### src/rtl/ft245_sync_phy_if.sv
// ft245_sync_phy_if
//   Byte-level handshake between the USB controller and the FT245
//   synchronous-FIFO PHY.
//   Signals:
//     read        controller -> PHY  single-cycle request to fetch one byte
//     rd_ready    PHY -> controller  host has data and no read is pending
//     data_valid  PHY -> controller  one-cycle strobe qualifying read_data
//     read_data   PHY -> controller  byte received from the host
//     write       controller -> PHY  push write_data into the TX buffer
//     write_data  controller -> PHY  byte to send
//     wr_ready    PHY -> controller  TX buffer can absorb 3 more bytes
//     tx_overflow PHY -> controller  sticky: a write hit a full buffer
//   Modports: master = controller side, slave = PHY side.
interface ft245_sync_phy_if;
  logic       read;
  logic       rd_ready;
  logic       data_valid;
  logic [7:0] read_data;
  logic       write;
  logic [7:0] write_data;
  logic       wr_ready;
  logic       tx_overflow;

  modport master (
    output read, write, write_data,
    input  rd_ready, data_valid, read_data, wr_ready, tx_overflow
  );

  modport slave (
    input  read, write, write_data,
    output rd_ready, data_valid, read_data, wr_ready, tx_overflow
  );
endinterface

### src/rtl/ft245_sync_phy.sv
// ft245_sync_phy
//   Physical-layer adapter between the byte-level USB controller and an
//   FT232H in 245 synchronous FIFO mode. Generates RD#, WR#, OE#, steers
//   the bidirectional data bus and buffers outgoing bytes in a small TX
//   FIFO so bytes issued after TXE# rises are not lost. Single clock
//   domain: FT232H CLKOUT (60 MHz).
//   Ports:
//     clk, rst     CLKOUT and asynchronous active-high reset
//     ctl          controller handshake (ft245_sync_phy_if.slave)
//     ft_rxf_n     RXF#, low = RX data available
//     ft_txe_n     TXE#, low = TX space available
//     ft_data_in   data bus input path
//     ft_data_out  data bus output path (TX FIFO head)
//     ft_data_oe   high = FPGA drives the data bus
//     ft_rd_n      RD#
//     ft_wr_n      WR#
//     ft_oe_n      OE#
module ft245_sync_phy #(
  parameter int unsigned TX_DEPTH = 8,
  parameter int unsigned TX_AW    = $clog2(TX_DEPTH)
) (
  input  logic             clk,
  input  logic             rst,
  ft245_sync_phy_if.slave  ctl,
  input  logic             ft_rxf_n,
  input  logic             ft_txe_n,
  input  logic [7:0]       ft_data_in,
  output logic [7:0]       ft_data_out,
  output logic             ft_data_oe,
  output logic             ft_rd_n,
  output logic             ft_wr_n,
  output logic             ft_oe_n
);

  localparam int unsigned     CW      = TX_AW + 1;
  localparam logic [CW-1:0]   DEPTH_C = CW'(TX_DEPTH);

  typedef enum logic [2:0] {
    IDLE,
    TX,
    RD_TURN,
    RD_OE,
    RD_DATA,
    RD_END
  } state_t;

  state_t           state_q, state_d;

  logic [7:0]       mem_q [TX_DEPTH];
  logic [TX_AW-1:0] wptr_q, wptr_d;
  logic [TX_AW-1:0] rptr_q, rptr_d;
  logic [CW-1:0]    cnt_q, cnt_d;

  logic             rd_pending_q, rd_pending_d;
  logic             data_valid_q, data_valid_d;
  logic [7:0]       read_data_q, read_data_d;
  logic             rd_ready_q, rd_ready_d;
  logic             wr_ready_q, wr_ready_d;
  logic             tx_overflow_q, tx_overflow_d;

  logic             full;
  logic             tx_empty;
  logic             push;
  logic             pop;
  logic             rd_go;
  logic             capture;

  // ---------------------------------------------------------------------
  // TX buffer control
  // ---------------------------------------------------------------------
  assign full     = (cnt_q == DEPTH_C);
  assign tx_empty = (cnt_q == '0);
  assign push     = ctl.write & ~full;

  // WR# depends only on registered state and count; a byte leaves the
  // buffer on any edge where WR# and TXE# are both low.
  assign ft_wr_n  = ~((state_q == TX) & ~tx_empty);
  assign pop      = ~ft_wr_n & ~ft_txe_n;

  always_comb begin
    wptr_d = wptr_q;
    rptr_d = rptr_q;
    cnt_d  = cnt_q;
    if (push) wptr_d = wptr_q + TX_AW'(1);
    if (pop)  rptr_d = rptr_q + TX_AW'(1);
    unique case ({push, pop})
      2'b10:   cnt_d = cnt_q + CW'(1);
      2'b01:   cnt_d = cnt_q - CW'(1);
      default: cnt_d = cnt_q;
    endcase
  end

  always_ff @(posedge clk) begin
    if (push) mem_q[wptr_q] <= ctl.write_data;
  end

  // ---------------------------------------------------------------------
  // Read request tracking and status flags
  // ---------------------------------------------------------------------
  assign rd_go   = rd_pending_q & ~ft_rxf_n;
  assign capture = (state_q == RD_DATA) & ~ft_rxf_n;

  always_comb begin
    // A new read is only accepted when none is outstanding; the capture
    // can only happen while one is outstanding, so the two never collide.
    rd_pending_d  = (rd_pending_q & ~capture) | (ctl.read & ~rd_pending_q);
    data_valid_d  = capture;
    read_data_d   = capture ? ft_data_in : read_data_q;
    rd_ready_d    = ~ft_rxf_n & ~rd_pending_q & ~ctl.read;
    wr_ready_d    = ~ft_txe_n & ((DEPTH_C - cnt_d) >= CW'(3));
    tx_overflow_d = tx_overflow_q | (ctl.write & full);
  end

  // ---------------------------------------------------------------------
  // Bus FSM
  // ---------------------------------------------------------------------
  always_comb begin
    state_d = state_q;
    unique case (state_q)
      IDLE: begin
        if (rd_go)          state_d = RD_TURN;
        else if (!tx_empty) state_d = TX;
      end
      TX: begin
        if (rd_go)
          state_d = RD_TURN;
        else if ((tx_empty & ~push) | ((cnt_q == CW'(1)) & pop & ~push))
          state_d = IDLE;
      end
      RD_TURN: state_d = RD_OE;
      RD_OE:   state_d = RD_DATA;
      RD_DATA: state_d = RD_END;
      RD_END:  state_d = IDLE;
      default: state_d = IDLE;
    endcase
  end

  always_ff @(posedge clk or posedge rst) begin
    if (rst) begin
      state_q       <= IDLE;
      wptr_q        <= '0;
      rptr_q        <= '0;
      cnt_q         <= '0;
      rd_pending_q  <= 1'b0;
      data_valid_q  <= 1'b0;
      read_data_q   <= '0;
      rd_ready_q    <= 1'b0;
      wr_ready_q    <= 1'b0;
      tx_overflow_q <= 1'b0;
    end else begin
      state_q       <= state_d;
      wptr_q        <= wptr_d;
      rptr_q        <= rptr_d;
      cnt_q         <= cnt_d;
      rd_pending_q  <= rd_pending_d;
      data_valid_q  <= data_valid_d;
      read_data_q   <= read_data_d;
      rd_ready_q    <= rd_ready_d;
      wr_ready_q    <= wr_ready_d;
      tx_overflow_q <= tx_overflow_d;
    end
  end

  // ---------------------------------------------------------------------
  // Outputs: pure decodes of the state register, so the FPGA drive enable
  // (TX only) and OE# low (RD_OE/RD_DATA only) can never overlap.
  // ---------------------------------------------------------------------
  assign ft_data_oe  = (state_q == TX);
  assign ft_oe_n     = ~((state_q == RD_OE) | (state_q == RD_DATA));
  assign ft_rd_n     = ~(state_q == RD_DATA);
  assign ft_data_out = mem_q[rptr_q];

  assign ctl.rd_ready    = rd_ready_q;
  assign ctl.data_valid  = data_valid_q;
  assign ctl.read_data   = read_data_q;
  assign ctl.wr_ready    = wr_ready_q;
  assign ctl.tx_overflow = tx_overflow_q;

endmodule

### src/flat_wrapper.sv
// flat-port wrapper written by rule: the top's interface ports become plain ports
module ft245_sync_phy_flat 
#(
  parameter int unsigned TX_DEPTH = 8,
  parameter int unsigned TX_AW    = $clog2(TX_DEPTH)
)
  (clk, rst, ft_rxf_n, ft_txe_n, ft_data_in, ft_data_out, ft_data_oe, ft_rd_n, ft_wr_n, ft_oe_n, ctl_read, ctl_write, ctl_write_data, ctl_rd_ready, ctl_data_valid, ctl_read_data, ctl_wr_ready, ctl_tx_overflow);
  ft245_sync_phy_if ctl_i ();
  input  logic clk;
  input  logic rst;
  input  logic ft_rxf_n;
  input  logic ft_txe_n;
  input  logic [7:0] ft_data_in;
  output logic [7:0] ft_data_out;
  output logic ft_data_oe;
  output logic ft_rd_n;
  output logic ft_wr_n;
  output logic ft_oe_n;
  input wire logic [$bits(ctl_i.read)-1:0] ctl_read;
  input wire logic [$bits(ctl_i.write)-1:0] ctl_write;
  input wire logic [$bits(ctl_i.write_data)-1:0] ctl_write_data;
  output wire logic [$bits(ctl_i.rd_ready)-1:0] ctl_rd_ready;
  output wire logic [$bits(ctl_i.data_valid)-1:0] ctl_data_valid;
  output wire logic [$bits(ctl_i.read_data)-1:0] ctl_read_data;
  output wire logic [$bits(ctl_i.wr_ready)-1:0] ctl_wr_ready;
  output wire logic [$bits(ctl_i.tx_overflow)-1:0] ctl_tx_overflow;
  assign ctl_i.read = ctl_read;
  assign ctl_i.write = ctl_write;
  assign ctl_i.write_data = ctl_write_data;
  assign ctl_rd_ready = ctl_i.rd_ready;
  assign ctl_data_valid = ctl_i.data_valid;
  assign ctl_read_data = ctl_i.read_data;
  assign ctl_wr_ready = ctl_i.wr_ready;
  assign ctl_tx_overflow = ctl_i.tx_overflow;
  ft245_sync_phy #(.TX_DEPTH(TX_DEPTH), .TX_AW(TX_AW)) u_core (.clk(clk), .rst(rst), .ctl(ctl_i), .ft_rxf_n(ft_rxf_n), .ft_txe_n(ft_txe_n), .ft_data_in(ft_data_in), .ft_data_out(ft_data_out), .ft_data_oe(ft_data_oe), .ft_rd_n(ft_rd_n), .ft_wr_n(ft_wr_n), .ft_oe_n(ft_oe_n));
endmodule
### config.mk
export PLATFORM = sky130hd
export DESIGN_NAME = ft245_sync_phy_flat
export DESIGN_NICKNAME = d
export VERILOG_FILES = /design/src/rtl/ft245_sync_phy_if.sv /design/src/rtl/ft245_sync_phy.sv /design/src/flat_wrapper.sv
export SDC_FILE = /design/constraint.sdc
export NUM_CORES = 1
export LEC_CHECK = 0
export CORE_MARGIN = 2
export CORE_UTILIZATION = 55
export CTS_BUF_LIST = sky130_fd_sc_hd__clkbuf_16
export DETAILED_ROUTE_END_ITERATION = 8
export GPL_ROUTABILITY_DRIVEN = 0
export GPL_TIMING_DRIVEN = 0
export PLACE_DENSITY_LB_ADDON = 0.2
export SLEW_MARGIN = 25
export SYNTH_ARGS = -nofsm -noshare
export SYNTH_HDL_FRONTEND = slang
export SYNTH_SLANG_ARGS = --single-unit
### constraint.sdc
create_clock -name clk -period 5.9 [get_ports clk]
set_input_delay 1.18 -clock clk [delete_from_list [all_inputs] [get_ports clk]]
set_output_delay 1.18 -clock clk [all_outputs]
set_load 0.01 [all_outputs]
Word-level counts from Yosys, hierarchy flattened
Memories as Yosys holds them, arrays and structs flattened.
Cells that the tools add are included.
{"block": "op_classes", "eq_ne": 10, "magnitude_cmp": 1, "reduce_logical": 3, "bitwise": 29, "addsub": 5, "n_mux": 8}
{"cell": "3-bit one-hot mux with 5 select lines", "n": 1}
{"cell": "1-bit bitwise AND", "n": 14}
{"cell": "3-bit two-way mux", "n": 4}
{"cell": "1-bit NOT", "n": 11}
{"cell": "4-bit one-hot mux with 2 select lines", "n": 1}
{"cell": "3-bit by 1-bit adder with 3-bit output, second input constant", "n": 2}
{"cell": "3-bit by 2-bit == test with 1-bit output, second input constant", "n": 2}
{"cell": "4-bit by 1-bit adder with 4-bit output, second input constant", "n": 1}
{"cell": "4-bit by 1-bit == test with 1-bit output, second input constant", "n": 1}
{"cell": "4-bit == test, second input constant", "n": 1}
{"cell": "4-bit by 2-bit greater-or-equal comparator with 1-bit output, second input constant", "n": 1}
{"cell": "4-bit zero test", "n": 1}
{"cell": "1-bit bitwise OR", "n": 4}
{"cell": "4-bit by 1-bit subtractor with 4-bit output, second input constant", "n": 1}
{"cell": "4-bit subtractor, first input constant", "n": 1}
{"cell": "3-bit by 1-bit == test with 1-bit output, second input constant", "n": 1}
{"cell": "3-bit == test, second input constant", "n": 1}
{"cell": "3-bit zero test", "n": 1}
{"cell": "3-bit by 1-bit != test with 1-bit output, second input constant", "n": 1}
{"cell": "3-bit != test, second input constant", "n": 1}
{"cell": "2-bit by 1-bit == test with 1-bit output, second input constant", "n": 1}
{"cell": "2-bit == test, second input constant", "n": 1}
{"cell": "1-bit two-way mux", "n": 2}
{"cell": "2-bit AND reduction", "n": 1}
{"block": "totals", "memories": 1, "mem_bits_rw": 64, "output_inout_bits": 24, "inputBits": 22, "ff_bits": 26}
{"memory": "u_core.mem_q", "words": 8, "width": 8, "read_ports": 1, "rd_ports_with_merged_regs": 0, "wr": 1, "line_no": "ft245_sync_phy.sv:49", "rtl": "logic [7:0] mem_q [TX_DEPTH];"}

Longest topological paths before layout
{"block": "depth", "ltp_word": 10, "depth_mapped": 11}

Worst setup path before layout
No wires, ideal clock.
{"block": "synth_timing", "kind": "input to register", "startpoint": "in ft_txe_n", "endpoint": "reg u_core.wr_ready_q (netlist: u_core.ctl.wr_ready)", "n_path_buf": 1, "t_arrival_ns": 2.642, "required_ns": 5.796, "stages": 7, "slack_ns": 3.154, "path_cell_list": "and3b_1 buf_6 ha_1 or3b_1 mux2i_1 nor3_1 a221oi_1"}
{"block": "synth_between", "elab_chain_cells": 7, "word_cells_on_any_way": 8, "cone_classes": "1 x add/sub; 1 x order compare; 2 x eq/ne; 1 x mux; 3 x bitwise"}
{"item": "start: declaration", "line_no": "flat_wrapper.sv:12", "rtl": "input logic ft_txe_n;"}
{"item": "1-bit NOT *", "line_no": "ft245_sync_phy.sv:78, ft245_sync_phy.sv:110"}
{"item": "1-bit bitwise AND", "line_no": "ft245_sync_phy.sv:78", "rtl": "assign pop = ~ft_wr_n & ~ft_txe_n;"}
{"item": "2-bit by 1-bit == test with 1-bit output or 2-bit == test (tied branches)", "line_no": "ft245_sync_phy.sv:86", "rtl": "unique case ({push, pop})"}
{"item": "4-bit one-hot mux with 2 select lines", "line_no": "ft245_sync_phy.sv:86"}
{"item": "4-bit subtractor", "line_no": "ft245_sync_phy.sv:110", "rtl": "wr_ready_d = ~ft_txe_n & ((DEPTH_C - cnt_d) >= CW'(3));"}
{"item": "4-bit by 2-bit greater-or-equal comparator with 1-bit output", "line_no": "ft245_sync_phy.sv:110"}
{"item": "1-bit bitwise AND *", "line_no": "ft245_sync_phy.sv:110"}
{"item": "via u_core.wr_ready_d", "line_no": "ft245_sync_phy.sv:58", "rtl": "logic wr_ready_q, wr_ready_d;"}
{"item": "end signal: assignment", "line_no": "ft245_sync_phy.sv:159", "rtl": "wr_ready_q <= wr_ready_d;"}
{"item": "end: declaration", "line_no": "ft245_sync_phy.sv:58"}
The timed path passes the listed nets; every way through them passes the cells marked *.
A chain may end at the register's enable or synchronous reset.

Final worst setup path
{"block": "layout_timing", "startpoint": "reg u_core.rptr_q[1]", "endpoint": "out ft_data_out[2]"}
{"block": "layout_between", "elab_chain_cells": 1}
{"item": "start: declaration", "line_no": "ft245_sync_phy.sv:51", "rtl": "logic [TX_AW-1:0] rptr_q, rptr_d;"}
{"item": "start signal: assignment", "line_no": "ft245_sync_phy.sv:153", "rtl": "rptr_q <= rptr_d;"}
{"item": "memory read 8 x 8 bit"}
{"item": "end: declaration", "line_no": "flat_wrapper.sv:14", "rtl": "output logic [7:0] ft_data_out;"}
Every way passes these cells.

==> flow_summary_export.csv <==
group,metric,value,unit
sta,tightest_slew,0.954,ns
drt,top_layer_used,"met4",
cts,clock_latency,0.33,ns
yosys,synth_cell_types,43,
cts,clock-sinks,90,
cells_and_area,fin_util,0.695,
cells_and_area,layout_common_cells,"64 x edfxtp_1, 45 x clkdlybuf4s50_1, 26 x dfrtp_1",
critical_path,r2r_cells,10,
cts,hold_buffers,0,
yosys,async_reset_ff_frac,0.289,
pwr,ir_drop,0.000282,V
drt,ant_nets,0,
critical_path,cp.required,4.72,ns
placement,hpwl,4450,um
yosys,synth-edff-count,64,
cts,cts_tree,"done",
yosys,synth_top_cell_area_share,0.509,
yosys,ys.flop_type,"edfxtp_1",
drt,drt-total-wl,6750,um
cells_and_area,area_growth,23.5,%
status,run_status,"completed",
sta,drv_slew,0,
cts,clk_path_buf_depth,2,
yosys,syn_area_per_cell,17.3,um^2
sta,skew,0.00547,ns
yosys,synth_area_leaders,"edfxtp_1 51%, dfrtp_1 17%, mux4_2 6.0%, mux2_2 5.1%, mux4_1 4.2%",
yosys,synthesis.nets,248,
drt,drt-vias-per-instance,5.73,
critical_path,crit_path_start_kind,"flip-flop",
floorplan,core_area,6720,um^2
cells_and_area,num_antenna_cells,0,
sta,fmax,267,MHz
critical_path,setup.worst_path.end_class,"primary output",
floorplan,dieArea,7550,um^2
grt,grt_max_degree,27,
floorplan,io_pins,46,
sta,fin_crit_sh,0.635,
yosys,ys_seq_area_frac,0.681,
floorplan,die_w,86.9,um
cts,htree_levels,3,
cells_and_area,final_common_cell,"edfxtp_1",
placement,port_buffers,45,
grt,antenna_found_initial,0,
drt,drc,0,
cts,clk_pin_slew,0.06,ns
pwr,leakage,1.72,nW
floorplan,die_y,86.9,um
critical_path,crit_type,"reg2out",
cells_and_area,final_layout_size_suffix_gt1_frac,0.202,
cts,root_buffer,"clkbuf_16",
drt,route.met3.wl,339,um
floorplan,initial_core_util,0.562,
hold_path,min_path_type,"reg2reg",
floorplan,rows,30,
drt,vias,2076,
drt,wl_met2,3330,um
critical_path,path_max_fanout,10,
sta,slew_headroom,0.362,
drt,wire_per_inst,18.6,um
yosys,netlist_instances,219,
sta,setup_viol,0,
placement,placed_area,4370,um^2
drt,met1Wirelength,3010,um
cts,cts_buffers,9,
sta,post-route-min-period,3.75,ns
hold_path,hold_depth,1,
job,cap_violations,0,
cells_and_area,nets,306,
critical_path,critPathArrivalTime,2.57,ns
pwr,p_total,2.27,mW
pwr,powerDensity,487,nW/um^2
cts,cts_resized,0,
yosys,synth_area,3780,um^2
cells_and_area,design_area,4670,um^2
drt,drt_iter0_markers,159,
grt,grt_pass1_vias,2096,
yosys,synth_warnings,0,
drt,firstDrtPassIters,4,
grt,gr-total-overflow,0,
sta,setup_tns,0,ns
grt,grt_pass1_wl,10800,um
cts,cts_setup_buffers,0,
yosys,yosys.area.top_type,"edfxtp_1",
placement,post-place-cells,346,
yosys,ys_seq_elements,90,
cells_and_area,stdcell_count,362,
sta,rsz0062_at_grt,"false",
sta,finalHoldViolCount,0,
grt,grt_usage,0.200,
-- routing by layer --
layer / vias to the layer above / track usage
met1: 1033 / 0.263
li1: 968 / -
met4: 0 / 0.0838
met3: 9 / 0.0597
met2: 66 / 0.314
met5: - / 0
-- power breakdown --
| part | total (mW) | internal (mW) | switching, mW |
|---|---|---|---|
| clock network | 0.547 | 0.314 | 0.234 |
| logic | 0.808 | 0.451 | 0.356 |
| registers | 0.916 | 0.823 | 0.0935 |
-- Yosys cell counts (all sizes together) (2+ instances only) --
cell     n
edfxtp  64
dfrtp   26
mux2    18
mux4    16
nand2   12
inv     10
nor2     9
nor3     8
ha       7
buf      5
nand2b   4
a21oi    3
mux2i    3
nor2b    3
xnor2    3
a21boi   2
a31oi    2
nor3b    2
o21ai    2
o31ai    2
or3b     2
-- path summary, 6_finish.rpt --
path                                                  start                                  end  slack (ns)
min reg2reg                u_core.ctl.tx_overflow$_DFF_PP0_     u_core.ctl.tx_overflow$_DFF_PP0_        0.48
max in group asynchronous                               rst         u_core.rptr_q[1]$_DFFE_PP0N_        4.31
max                            u_core.rptr_q[1]$_DFFE_PP0N_                       ft_data_out[2]        2.15
max reg2reg                       u_core.cnt_q[0]$_DFF_PP0_        u_core.ctl.wr_ready$_DFF_PP0_        2.89
min in group asynchronous                               rst  u_core.ctl.read_data[6]$_DFFE_PP0P_        1.21
min                        u_core.ctl.tx_overflow$_DFF_PP0_     u_core.ctl.tx_overflow$_DFF_PP0_        0.48
-- area by class of cell --
class,instances,area [um^2]
buffer,6,46.3
clock buffer,10,250
clock inverter,6,46.3
fill,460,2050
inverter,10,37.5
multi-input combinational,113,1150
sequential,90,2570
tap,80,100
timing repair buffer,47,465
-- worst max-delay path: stages (launching register included) --
cell	delay, ns
dfrtp_1	0.35
clkbuf_1	0.42
buf_2	0.38
mux4_1	0.33
mux2_2	0.27
clkdlybuf4s50_1	0.48
-- flip-flops by register name, summed over array words and instances (netlist names) --
signal                  flops
u_core.mem_q               64
u_core.ctl.read_data        8
u_core.cnt_q                4
u_core.rptr_q               3
u_core.state_q              3
u_core.wptr_q               3
u_core.ctl.data_valid       1
u_core.ctl.rd_ready         1
u_core.ctl.tx_overflow      1
u_core.ctl.wr_ready         1
u_core.rd_pending_q         1
-- stage by stage --
stage                     hold WS [ns]  setup slack (ns)
after floorplan                  0.453              3.15
after global placement           0.462              2.02
after detailed placement         0.468              2.41
after CTS                        0.484              2.10
after global routing             0.511              2.02
final                            0.476              2.15
-- cell families (layout without fill, tap and decap cells) --
group / count (synthesis) / in the layout / share of synthesized area
DFF: 90 / 90 / 0.681
xor gates and xnor gates: 4 / 4 / 0.00927
adders and majority gates: 7 / 7 / 0.0232
buffers and inverters: 16 / 79 / 0.0222
and+or+nand+nor: 46 / 46 / 0.0642
muxes: 37 / 37 / 0.164
AOI/OAI and AO/OA: 19 / 19 / 0.0364
No activity file was read; power rests on OpenSTA's default activity.
